===== config.mk =====
export PLATFORM = sky130hd
export DESIGN_NAME = riscv_core_dpath_muldiv_wb
export DESIGN_NICKNAME = d
export VERILOG_FILES = /design/src/rtl/riscv_core_dpath_muldiv_wb.sv
export SDC_FILE = /design/constraint.sdc
export NUM_CORES = 1
export LEC_CHECK = 0
export CORE_ASPECT_RATIO = 1.2
export CORE_MARGIN = 4
export CORE_UTILIZATION = 43
export CTS_BUF_LIST = sky130_fd_sc_hd__clkbuf_8
export DETAILED_ROUTE_END_ITERATION = 6
export PLACE_DENSITY = 0.85
export SYNTH_ARGS = -nofsm -noshare
export SYNTH_HDL_FRONTEND = slang
export SYNTH_SLANG_ARGS = --single-unit

===== constraint.sdc =====
create_clock -name clk -period 2.25 [get_ports clk]
set_clock_uncertainty 0.05 [all_clocks]
set_input_delay 0.225 -clock clk [delete_from_list [all_inputs] [get_ports clk]]
set_output_delay 0.225 -clock clk [all_outputs]
set_load 0.02 [all_outputs]

===== src/rtl/riscv_core_dpath_muldiv_wb.sv =====
// Writeback stage for the iterative mul/div unit: in-order destination tag FIFO,
// 64-bit response capture, low/high word select and a single val/rdy output register.
module riscv_core_dpath_muldiv_wb #(
  parameter int DEPTH = 2,
  parameter int CW    = 2
) (
  input  logic          clk,
  input  logic          reset,
  input  logic          issue_val,
  input  logic          unit_req_rdy,
  output logic          issue_rdy,
  input  logic          issue_sel,
  input  logic [4:0]    issue_waddr,
  input  logic          unit_resp_val,
  input  logic [63:0]   unit_resp_result,
  output logic          unit_resp_rdy,
  output logic          wb_val,
  output logic [4:0]    wb_waddr,
  output logic [31:0]   wb_data,
  input  logic          wb_rdy,
  output logic [CW-1:0] tag_count,
  output logic          err
);

  localparam int PW = $clog2(DEPTH);

  logic          r_tag_sel   [DEPTH];
  logic [4:0]    r_tag_waddr [DEPTH];
  logic [PW-1:0] r_wptr;
  logic [PW-1:0] r_rptr;
  logic [CW-1:0] r_count;
  logic          r_wb_val;
  logic [4:0]    r_wb_waddr;
  logic [31:0]   r_wb_data;
  logic          r_err;

  logic          w_full;
  logic          w_empty;
  logic          w_push;
  logic          w_resp_acc;
  logic          w_pop;
  logic          w_orphan;
  logic          w_head_sel;
  logic [4:0]    w_head_waddr;

  // Full gating uses the current count only; a pop in the same cycle gives no credit.
  assign w_full        = (r_count == CW'(DEPTH));
  assign w_empty       = (r_count == '0);
  assign issue_rdy     = unit_req_rdy & ~w_full;
  assign unit_resp_rdy = ~r_wb_val | wb_rdy;

  assign w_push        = issue_val & issue_rdy;
  assign w_resp_acc    = unit_resp_val & unit_resp_rdy;
  assign w_pop         = w_resp_acc & ~w_empty;
  assign w_orphan      = w_resp_acc & w_empty;

  assign w_head_sel    = r_tag_sel[r_rptr];
  assign w_head_waddr  = r_tag_waddr[r_rptr];

  // Tag storage: payload only, validity is carried by the pointers and count.
  always_ff @(posedge clk) begin
    if (w_push) begin
      r_tag_sel[r_wptr]   <= issue_sel;
      r_tag_waddr[r_wptr] <= issue_waddr;
    end
  end

  always_ff @(posedge clk or negedge reset) begin
    if (!reset) begin
      r_wptr  <= '0;
      r_rptr  <= '0;
      r_count <= '0;
      r_err   <= 1'b0;
    end else begin
      if (w_push) r_wptr <= r_wptr + PW'(1);
      if (w_pop)  r_rptr <= r_rptr + PW'(1);
      r_count <= r_count + CW'(w_push) - CW'(w_pop);
      if (w_orphan) r_err <= 1'b1;
    end
  end

  // Output register: loads on capture, drains on accept, otherwise holds.
  always_ff @(posedge clk or negedge reset) begin
    if (!reset) begin
      r_wb_val   <= 1'b0;
      r_wb_waddr <= '0;
      r_wb_data  <= '0;
    end else if (w_pop) begin
      r_wb_val   <= (w_head_waddr != 5'd0);
      r_wb_waddr <= w_head_waddr;
      r_wb_data  <= w_head_sel ? unit_resp_result[63:32] : unit_resp_result[31:0];
    end else if (r_wb_val & wb_rdy) begin
      r_wb_val   <= 1'b0;
    end
  end

  assign wb_val    = r_wb_val;
  assign wb_waddr  = r_wb_waddr;
  assign wb_data   = r_wb_data;
  assign tag_count = r_count;
  assign err       = r_err;

endmodule


# Yosys cells after proc, flatten, opt, wreduce, memory -nomap -nowiden
# Memory sizes are Yosys's and may differ from the RTL's.
# Cells that the tools add are included.
dict set report totals {
  ram_bits 12
  mem_count 2
  out_inout_bits 43
  reg_bits 43
}
# name depth width read_ports rd_ports_with_merged_regs wr line
set memory_table {}
lappend memory_table {r_tag_waddr 2 5 1 0 1 28} ;# logic [4:0] r_tag_waddr [DEPTH];
lappend memory_table {r_tag_sel 2 1 1 0 1 27} ;# logic r_tag_sel [DEPTH];
dict set report op_classes {
  n_reduce_logical 3
  n_mux 5
  n_addsub 4
  n_eq_ne 1
  n_bitwise 10
}
# op count
set op_table {}
lappend op_table {{32-bit 2-to-1 mux} 1}
lappend op_table {{1-bit AND} 6}
lappend op_table {{5-bit nonzero test} 1}
lappend op_table {{1-bit 2-to-1 mux} 4}
lappend op_table {{1-bit NOT} 3}
lappend op_table {{1-bit adder (second input constant)} 2}
lappend op_table {{2-bit by 1-bit adder with 2-bit output} 1}
lappend op_table {{2-bit equality test (second input constant)} 1}
lappend op_table {{2-bit logical NOT} 1}
lappend op_table {{2-bit nonzero test} 1}
lappend op_table {{2-bit by 1-bit subtractor with 2-bit output} 1}
lappend op_table {{1-bit OR} 1}

# Depth between registers and ports, before layout
# Gate-level depths: netlist (run 1).
dict set report logic_depth {
  ltp_word 6
  mapped_depth 9
}

# Worst setup path after synthesis (run 1)
# No wires, ideal clock.
dict set report synth_timing {
  path_kind {register to register}
  startpoint {register r_wb_val, in the netlist wb_val}
  endpoint {register r_count[1], in the netlist tag_count[1]}
  path_stages_with_launch 10
  t_arrival_ps 1859
  required_time_ps 2069
  slack_ps 210
  path_cell_list {dfrtp_1 nand2b_1 o211ai_1 buf_2 inv_1 ha_1 inv_1 ha_1 xnor2_1 xnor2_1}
}
dict set report synth_between {
  elab_chain_cells 5
}
# element line
set synth_rtl {}
lappend synth_rtl {{start: declaration} 32} ;# logic r_wb_val;
lappend synth_rtl {{start signal: assignment} 89} ;# r_wb_val <= (w_head_waddr != 5'd0);
lappend synth_rtl {{1-bit NOT} 50} ;# assign unit_resp_rdy = ~r_wb_val | wb_rdy;
lappend synth_rtl {{1-bit OR} 50}
lappend synth_rtl {{via unit_resp_rdy} 16} ;# output logic unit_resp_rdy,
lappend synth_rtl {{1-bit AND} 53} ;# assign w_resp_acc = unit_resp_val & unit_resp_rdy;
lappend synth_rtl {{1-bit AND} 54} ;# assign w_pop = w_resp_acc & ~w_empty;
lappend synth_rtl {{via w_pop} 41} ;# logic w_pop;
lappend synth_rtl {{2-bit by 1-bit subtractor with 2-bit output} 77} ;# r_count <= r_count + CW'(w_push) - CW'(w_pop);
lappend synth_rtl {{end signal: assignment} 77}
lappend synth_rtl {{end: declaration} 31} ;# logic [CW-1:0] r_count;
# The timed path passes the listed nets, and every way through them passes these cells.
# A chain may end at the register's enable or synchronous reset.

# Worst setup path in the final report (run 1)
dict set report layout_timing {
  startpoint {register r_count[0], in the netlist tag_count[0]}
  endpoint {output issue_rdy}
}
dict set report layout_between {
  elab_chain_cells 3
}
# element line
set layout_rtl {}
lappend layout_rtl {{2-bit equality test} 47} ;# assign w_full = (r_count == CW'(DEPTH));
lappend layout_rtl {{1-bit NOT} 49} ;# assign issue_rdy = unit_req_rdy & ~w_full;
lappend layout_rtl {{1-bit AND} 49}
lappend layout_rtl {{end: declaration} 11} ;# output logic issue_rdy,
# Every way passes these cells.

==> impl_metrics.py, run 1 <==
metrics = {
    "finish": {
        "layout-drive-gt1-share_pct": 29.37,
        "nets": 363,
        "layoutNonFillerInstCount": 366,
        "antennaDiodeCount": 0,
        "finalInstanceArea_um2": 4026,
        "num-fill-cells": 429,
        "area_growth_pct": 53.68,
    },
    "drt": {
        "wl_per_cell_um": 15.63,
        "drcViolationCount": 0,
        "dr.pass1.iters": 4,
        "totalWireLength_mm": 5.720,
        "antenna_left": 0,
        "drt_iter0_markers": 32,
        "vias": 1753,
        "viasPerCell": 4.790,
    },
    "clocking": {
        "clock_latency_ps": 300,
        "ctsResizeCount": 0,
        "cts-htree-levels": 2,
        "cts_num_sinks": 55,
        "post_cts_buffers": 0,
        "numCtsBuffers": 5,
        "cts_hold_buf": 1,
        "clk_root_buffer_cell": "clkbuf_8",
        "cts_tree": "yes",
        "clk_pin_slew_ps": 100,
        "cts_max_path_buffers": 2,
    },
    "yosys": {
        "synth_edf_count": 12,
        "synth_seq_cells": 55,
        "synth_top_area_share_pct": 41.07,
        "synth_most_common_cell": "dfrtp_1",
        "yosys.area.top_type": "dfrtp_1",
        "yosysUniqueCellTypes": 23,
        "yosysWarnings": 0,
        "synth_common_cells": "43 x dfrtp_1, 38 x mux2_2, 30 x mux2_4",
        "synth.area.top_cells": "dfrtp_1 41%, mux2_4 17%, mux2_2 16%, edfxtp_1 14%, mux2_1 2.6%",
        "syn-mean-instance-area_um2": 16.27,
        "synth_ff_type": "dfrtp_1",
        "async_flop_share_pct": 78.18,
        "syn-num-nets": 239,
        "syn_inst": 161,
        "syn-cell-area_um2": 2620,
        "ys_seq_area_share_pct": 54.82,
    },
    "placement": {
        "place_hpwl_mm": 4.484,
        "place_congestion": 0.7085,
        "dpl-instance-area_um2": 3904,
        "place.port_buffers": 118,
        "dp_cells": 357,
    },
    "worst_setup_path": {
        "rr_worst_depth": 4,
        "cp.required_ps": 1980,
        "cp-end-kind": "output port",
        "crit_arrival_ps": 1660,
        "critPathKind": "reg2out",
        "cp_max_fo": 5,
        "start_kind": "flop",
    },
    "floorplanning": {
        "ioPinCount": 119,
        "die_width_um": 79.26,
        "fp-row-count": 30,
        "dieArea_um2": 7411,
        "start_util_pct": 45.32,
        "die_y_um": 93.51,
        "core_um2": 5781,
    },
    "global_route": {
        "grt_pass1_vias": 1926,
        "track_usage_pct": 16.04,
        "overflow": 0,
        "grt_max_degree": 44,
        "antenna_found_initial": 0,
        "grt_pass1_wl_mm": 9.149,
    },
    "sta": {
        "max_clock_freq_ghz": 0.5159,
        "tns_ps": 0,
        "hold_violations": 0,
        "whs_ps": 379.0,
        "max_slew.worst_pin.slew_ps": 530.0,
        "fin_crit_sh_pct": 86.15,
        "finalCriticalPeriod_ps": 1938,
        "relSlewSlack_pct": 64.54,
        "maxSlewViolCount": 0,
        "rsz0062_at_grt": "no",
        "finalSetupViolations": 0,
    },
    "status": {
        "status": "complete, no violations",
    },
    "min_path": {
        "min_path_type": "in2async",
    },
    "power": {
        "ir_drop_v": 0.0007164,
        "leakagePower_uw": 0.001681,
        "p_per_area_nw_per_um2": 1212,
    },
    "flow_run": {
        "drv_cap": 0,
    },
}
## sequential cells by signal, indices dropped and copies added (netlist names)
register,flops
wb_data,32
r_tag_waddr,10
wb_waddr,5
r_tag_sel,2
tag_count,2
err,1
r_rptr,1
r_wptr,1
wb_val,1
## layer usage
layer	GRT usage, %	up-vias	part of all wire (%)
met2	30.34	70	55
met4	4.728	0	0.96
met1	16.71	845	37
met5	0	-	0
li1	-	834	-
met3	5.010	4	7.2
## report_power, final
group	internal [uW]	switching [uW]	total, uW
sequential	1440	222	1660
combinational	1460	1120	2580
clock	331	304	635
## cell type report
class | count | area, um^2 | share of cell area, %
timing repair buffer | 125 | 1244 | 30.89
multi-input combinational | 94 | 1119 | 27.78
tap | 80 | 100.1 | 2.486
inverter | 4 | 15.01 | 0.3729
clock buffer | 5 | 68.82 | 1.709
sequential | 55 | 1436 | 35.67
clock inverter | 3 | 43.79 | 1.088
## through the flow
stage          worst slack (ps)  power (uW)  util, %
3_5_place_dp              245.2        4304    67.53
3_3_place_gp              347.8        4240    67.53
6_report                  311.7        4880    69.65
4_1_cts                   278.1        4959    69.65
2_1_floorplan             209.6        3172        -
5_1_grt                   186.4        5177    69.65
## layout by cell type (no fill, tap or decap), types with 2 or more instances in the layout
cell type        netlist  routed
clkdlybuf4s50_1        0     117
dfrtp_1               43      43
mux2_2                38      38
mux2_4                30      30
edfxtp_1              12      12
mux2_1                 6       6
clkbuf_8               0       5
buf_4                  0       5
inv_1                  4       4
xnor2_1                4       4
o211ai_1               2       2
ha_1                   2       2
## worst paths after layout
kind / slack (ps) / start / to
min: 380 / reset / wb_waddr[0]$_DFFE_PN0P_
min reg2reg: 430 / err$_DFFE_PN0P_ / err$_DFFE_PN0P_
max: 310 / tag_count[0]$_DFF_PN0_ / issue_rdy
max in group asynchronous: 1560 / reset / wb_data[16]$_DFFE_PN0P_
max reg2reg: 480 / r_rptr$_DFFE_PN0P_ / wb_data[0]$_DFFE_PN0P_
min in group clk: 430 / err$_DFFE_PN0P_ / err$_DFFE_PN0P_
## critical path, stage by stage, from the launching register on
cell             delay [ps]
dfrtp_1                 420
inv_1                    70
a21boi_0                220
clkdlybuf4s50_1         650
## cell families after synthesis
kind of cell | Yosys count | share of synthesized area [%]
mux | 75 | 36.63
flops | 55 | 54.82
buf+inv | 12 | 2.817
simple gates | 7 | 1.672
compound gates | 6 | 1.767
xor+xnor | 4 | 1.337
fa+ha+maj | 2 | 0.9550
(Power assumes the default switching activity.)
==> inputs of run 2 (changes only) <==
--- a/config.mk
+++ b/config.mk
@@ -7,10 +7,11 @@
 export LEC_CHECK = 0
 export CORE_ASPECT_RATIO = 1.2
 export CORE_MARGIN = 4
-export CORE_UTILIZATION = 43
+export CORE_UTILIZATION = 39
 export CTS_BUF_LIST = sky130_fd_sc_hd__clkbuf_8
 export DETAILED_ROUTE_END_ITERATION = 6
-export PLACE_DENSITY = 0.85
+export GPL_ROUTABILITY_DRIVEN = 0
+export PLACE_DENSITY = 0.81
 export SYNTH_ARGS = -nofsm -noshare
 export SYNTH_HDL_FRONTEND = slang
 export SYNTH_SLANG_ARGS = --single-unit
==> constraint.sdc (replaced) <==
create_clock -name clk -period 1.7 [get_ports clk]
set_clock_uncertainty 0.05 [all_clocks]
set_input_delay 0.17 -clock clk [delete_from_list [all_inputs] [get_ports clk]]
set_output_delay 0.17 -clock clk [all_outputs]
set_load 0.02 [all_outputs]
==> impl_metrics.py, run 2 (synthesis gave the netlist of run 1 again) <==
metrics = {
    "global_route": {
        "antenna_found_initial": 0,
        "grt_max_degree": 28,
        "grt_pass1_vias": 1959,
        "grt_pass1_wl_mm": 9.570,
        "overflow": 0,
        "track_usage_pct": 14.45,
    },
    "floorplanning": {
        "die_y_um": 97.79,
        "dieArea_um2": 8099,
        "core_um2": 6486,
        "start_util_pct": 40.39,
        "fp-row-count": 32,
        "ioPinCount": 119,
        "die_width_um": 82.82,
    },
    "worst_setup_path": {
        "path_delay_family": "multiplexers",
        "reg2reg_to": "wb_data[9]$_DFFE_PN0P_",
        "cp_slowest_cell": "dfrtp_1",
        "start_kind": "flop",
        "slowest_delay_ps": 410,
        "cp.required_ps": 1840,
        "critPathKind": "reg2reg",
        "critical_path_depth": 4,
        "rr_worst_depth": 4,
        "r2r_setup_slack_ps": -4,
        "critical_path_buf_inv_count": 1,
        "timing.rr.start": "r_rptr$_DFFE_PN0P_",
        "crit_top_cell": "mux2_4",
        "cp_max_fo": 16,
        "cp-end-kind": "flop",
        "crit_arrival_ps": 1840,
        "crit_end": "wb_data[9]$_DFFE_PN0P_",
        "cp-startpoint": "r_rptr$_DFFE_PN0P_",
        "worstPathCellList": "mux2i_4 -> buf_12 -> mux2_4 -> mux2_4",
    },
    "clocking": {
        "clk_root_buffer_cell": "clkbuf_8",
        "numCtsBuffers": 5,
        "cts_max_path_buffers": 2,
        "cts_tree": "yes",
        "clock_latency_ps": 300,
        "clk_pin_slew_ps": 100,
        "cts-htree-levels": 2,
        "cts_num_sinks": 55,
    },
    "drt": {
        "antenna_left": 0,
        "wl_per_cell_um": 15.39,
        "vias": 1785,
        "drt_iter0_markers": 21,
        "drcViolationCount": 0,
        "totalWireLength_mm": 5.831,
        "viasPerCell": 4.710,
        "dr.pass1.iters": 4,
    },
    "finish": {
        "layout-drive-gt1-share_pct": 35.03,
        "area_growth_pct": 59.03,
        "mostFrequentLayoutCells": "115 x clkdlybuf4s50_1, 40 x dfrtp_1, 38 x mux2_4, 32 x mux2_2, 12 x edfxtp_1",
        "antennaDiodeCount": 0,
        "final_common_cell": "clkdlybuf4s50_1",
        "finalInstanceArea_um2": 4167,
        "largest_register_ffs": 32,
        "num-fill-cells": 528,
        "multiInputGateArea_um2": 1189,
        "final_core_util_pct": 64.24,
        "register_area_um2": 1440,
        "nets": 371,
    },
    "power": {
        "leakagePower_uw": 0.001761,
        "p_total_uw": 6617,
        "p_per_area_nw_per_um2": 1588,
        "ir_drop_v": 0.001015,
    },
    "sta": {
        "relSlewSlack_pct": 71.90,
        "fin_crit_sh_pct": 100.2,
        "layout_setup_ws_ps": -4.230,
        "rsz0062_at_grt": "yes",
        "tns_ps": -5.135,
        "finalCriticalPeriod_ps": 1704,
        "hold_violations": 0,
        "maxSlewViolCount": 0,
        "whs_ps": 279.1,
        "max_slew.worst_pin.slew_ps": 421.5,
        "finalSetupViolations": 2,
        "max_clock_freq_ghz": 0.5868,
    },
    "status": {
        "violations": "setup timing",
        "status": "complete, but fails checks",
    },
    "placement": {
        "dpl-instance-area_um2": 3991,
        "place.port_buffers": 118,
        "place_hpwl_mm": 4.497,
    },
    "flow_run": {
        "drv_cap": 0,
    },
    "min_path": {
        "min_path_type": "in2async",
    },
}
-- run 2: cell type report --
type	count	share of cell area, %
clock inverter	3	0.3604
inverter	4	0.4204
tap	85	2.553
multi-input combinational	94	28.53
clock buffer	5	1.652
timing repair buffer	133	31.92
sequential	55	34.56
-- run 2: where the power goes --
group	internal, uW	switching, uW	leakage (uW)
sequential	1910	293	0.000608
clock	283	406	0.0000477
combinational	2160	1560	0.00111
-- run 2: how the worst min path moves through the flow --
stage	start	to
final	reset	wb_waddr[0]$_DFFE_PN0P_
after global routing	reset	wb_waddr[1]$_DFFE_PN0P_
after CTS	reset	wb_data[31]$_DFFE_PN0P_
after detailed placement	reset	wb_data[31]$_DFFE_PN0P_
after global placement	reset	wb_data[31]$_DFFE_PN0P_
after floorplan	reset	err$_DFFE_PN0P_
-- run 2: per-layer routing --
metal / GRT usage (%) / routed length [um] / vias to the layer above
li1: - / - / 849
met1: 17.53 / 2296 / 864
met2: 24.75 / 3080 / 68
met3: 4.979 / 424 / 4
met4: 3.396 / 30 / 0
met5: 0 / 0 / -
-- run 2: timing repair --
| item | in CTS | in global routing |
|---|---|---|
| setup buffers | 1 | 4 |
| endpoints found under the hold margin | 16 | 0 |
| hold buffers | 1 | 0 |
| setup endpoints to repair | 7 | 38 |
| pin swaps | 4 | 6 |
| cloned | 0 | 0 |
| gates resized for setup | 4 | 9 |
-- run 2: metrics by stage --
stage	std cells	setup WS (ps)
2_1_floorplan	161	-135.5
3_3_place_gp	365	-98.09
3_5_place_dp	365	-173.9
4_1_cts	375	-4.211
5_1_grt	379	-81.49
6_report	379	-4.230
==> inputs of run 3 (changes only) <==
--- a/config.mk
+++ b/config.mk
@@ -11,6 +11,8 @@
 export CTS_BUF_LIST = sky130_fd_sc_hd__clkbuf_8
 export DETAILED_ROUTE_END_ITERATION = 6
 export GPL_ROUTABILITY_DRIVEN = 0
+export GPL_TIMING_DRIVEN = 0
+export HOLD_SLACK_MARGIN = 0.15
 export PLACE_DENSITY = 0.81
 export SYNTH_ARGS = -nofsm -noshare
 export SYNTH_HDL_FRONTEND = slang
==> impl_metrics.py, run 3 (synthesis gave the netlist of run 1 again) <==
metrics = {
    "global_route": {
        "overflow": 0,
        "grt_pass1_vias": 2000,
        "antenna_found_initial": 0,
        "grt_max_degree": 38,
        "grt_pass1_wl_mm": 10.10,
        "track_usage_pct": 15.38,
    },
    "floorplanning": {
        "fp-row-count": 32,
        "core_um2": 6486,
        "dieArea_um2": 8099,
        "ioPinCount": 119,
        "die_width_um": 82.82,
        "start_util_pct": 40.39,
        "die_y_um": 97.79,
    },
    "sta": {
        "finalCriticalPeriod_ps": 1774,
        "tns_ps": -1275,
        "relSlewSlack_pct": 61.98,
        "max_slew.worst_pin.slew_ps": 568.2,
        "finalSetupViolations": 28,
        "layout_setup_ws_ps": -73.91,
        "maxSlewViolCount": 0,
        "max_clock_freq_ghz": 0.5637,
        "rsz0062_at_grt": "yes",
        "hold_violations": 0,
        "fin_crit_sh_pct": 104.3,
    },
    "clocking": {
        "cts_tree": "yes",
        "clock_latency_ps": 300,
        "cts-htree-levels": 2,
        "cts_num_sinks": 55,
        "clk_root_buffer_cell": "clkbuf_8",
        "numCtsBuffers": 5,
        "cts_max_path_buffers": 2,
        "clk_pin_slew_ps": 90,
    },
    "finish": {
        "antennaDiodeCount": 0,
        "finalInstanceArea_um2": 4307,
        "mostFrequentLayoutCells": "115 x clkdlybuf4s50_1, 40 x dfrtp_1, 36 x mux2_2, 34 x mux2_4, 12 x edfxtp_1",
        "layoutNonFillerInstCount": 385,
        "area_growth_pct": 64.37,
        "layout-drive-gt1-share_pct": 35.67,
        "nets": 377,
        "final_common_cell": "clkdlybuf4s50_1",
        "num-fill-cells": 491,
        "largest_register_ffs": 32,
    },
    "placement": {
        "dpl-instance-area_um2": 3959,
        "place.port_buffers": 118,
        "dp_cells": 365,
        "place_hpwl_mm": 4.589,
    },
    "power": {
        "leakagePower_uw": 0.001817,
        "p_clk_share_pct": 9.8,
        "p_sw_share_pct": 33.88,
        "p_switching_uw": 2327,
        "p_int_uw": 4540,
        "ir_drop_v": 0.0008345,
        "seq_power_share_pct": 32.3,
        "p_comb_share_pct": 57.9,
        "p_per_area_nw_per_um2": 1595,
    },
    "worst_setup_path": {
        "critPathKind": "reg2reg",
        "start_kind": "flop",
        "cp.required_ps": 1830,
        "cp-end-kind": "flop",
        "cp_max_fo": 5,
        "crit_arrival_ps": 1910,
    },
    "status": {
        "status": "complete, but fails checks",
        "violations": "setup timing",
    },
    "drt": {
        "totalWireLength_mm": 6.318,
        "vias": 1837,
        "drcViolationCount": 0,
        "antenna_left": 0,
        "viasPerCell": 4.771,
        "wl_per_cell_um": 16.41,
        "dr.pass1.iters": 4,
        "drt_iter0_markers": 13,
    },
    "min_path": {
        "min_path_type": "in2async",
    },
    "flow_run": {
        "drv_cap": 0,
    },
}
[run 3: per-layer routing]
layer  routed length, um  track usage, %
met1                2599           18.00
met5                   0               0
met4                  43           3.774
met3                 392           4.304
met2                3283           27.78
[run 3: final cells by class]
class / instances / area, um^2 / share of cell area, %
Buffer: 7 / 93.84 / 2.179
Timing Repair Buffer: 132 / 1391 / 32.31
Clock inverter: 3 / 15.01 / 0.3486
Tap cell: 85 / 106.4 / 2.469
Inverter: 4 / 17.52 / 0.4067
Clock buffer: 5 / 68.82 / 1.598
Sequential cell: 55 / 1440 / 33.44
Multi-Input combinational cell: 94 / 1174 / 27.25
[run 3: power by group through the flow]
stage | sequential, uW | combinational (uW) | clock [uW]
finish | 2220 | 3980 | 672
global route | 2280 | 4200 | 757
CTS | 2220 | 3870 | 704
detailed placement | 2240 | 3550 | 0
global placement | 2210 | 3490 | 0
floorplan | 2820 | 1440 | 0
[run 3: worst max-delay path: stages, from the launching register on]
cell and delay [ps]:
dfrtp_1 410, mux2i_4 330, buf_6 170, clkbuf_16 150
mux2_4 290, mux2_2 260
[run 3: metrics by stage]
stage               hold WS [ps]  worst slack (ps)  power (uW)  util [%]
finish                     208.4            -73.91        6867     66.40
global route               206.7            -148.5        7236     66.40
CTS                        199.9            -101.3        6798     65.07
detailed placement        -15.67            -486.6        5788     61.03
global placement           405.8             -1008        5697     60.80
floorplan                 -175.6            -135.5        4264         -
[run 3: timing repair]
item                                    CTS  global route
endpoints found under the setup margin   33            42
hold endpoints to repair                 43             0
pin swaps                                 1             3
gates resized for setup                  16            13
gates cloned                              2             2
hold buffers                              1             0
setup buffers                             7             2
[run 3: path summary, 6_finish.rpt]
kind	startpoint	to	slack [ps]	depth (start not counted)
max in group asynchronous	reset	wb_val$_DFFE_PN0P_	920	3
min	reset	wb_waddr[0]$_DFFE_PN0P_	210	2
max reg2reg	r_rptr$_DFFE_PN0P_	wb_data[3]$_DFFE_PN0P_	-70	5
max	r_rptr$_DFFE_PN0P_	wb_data[3]$_DFFE_PN0P_	-70	5
min reg2reg	err$_DFFE_PN0P_	err$_DFFE_PN0P_	440	1
min in group clk	issue_waddr[4]	r_tag_waddr[1][4]$_DFFE_PP_	400	1
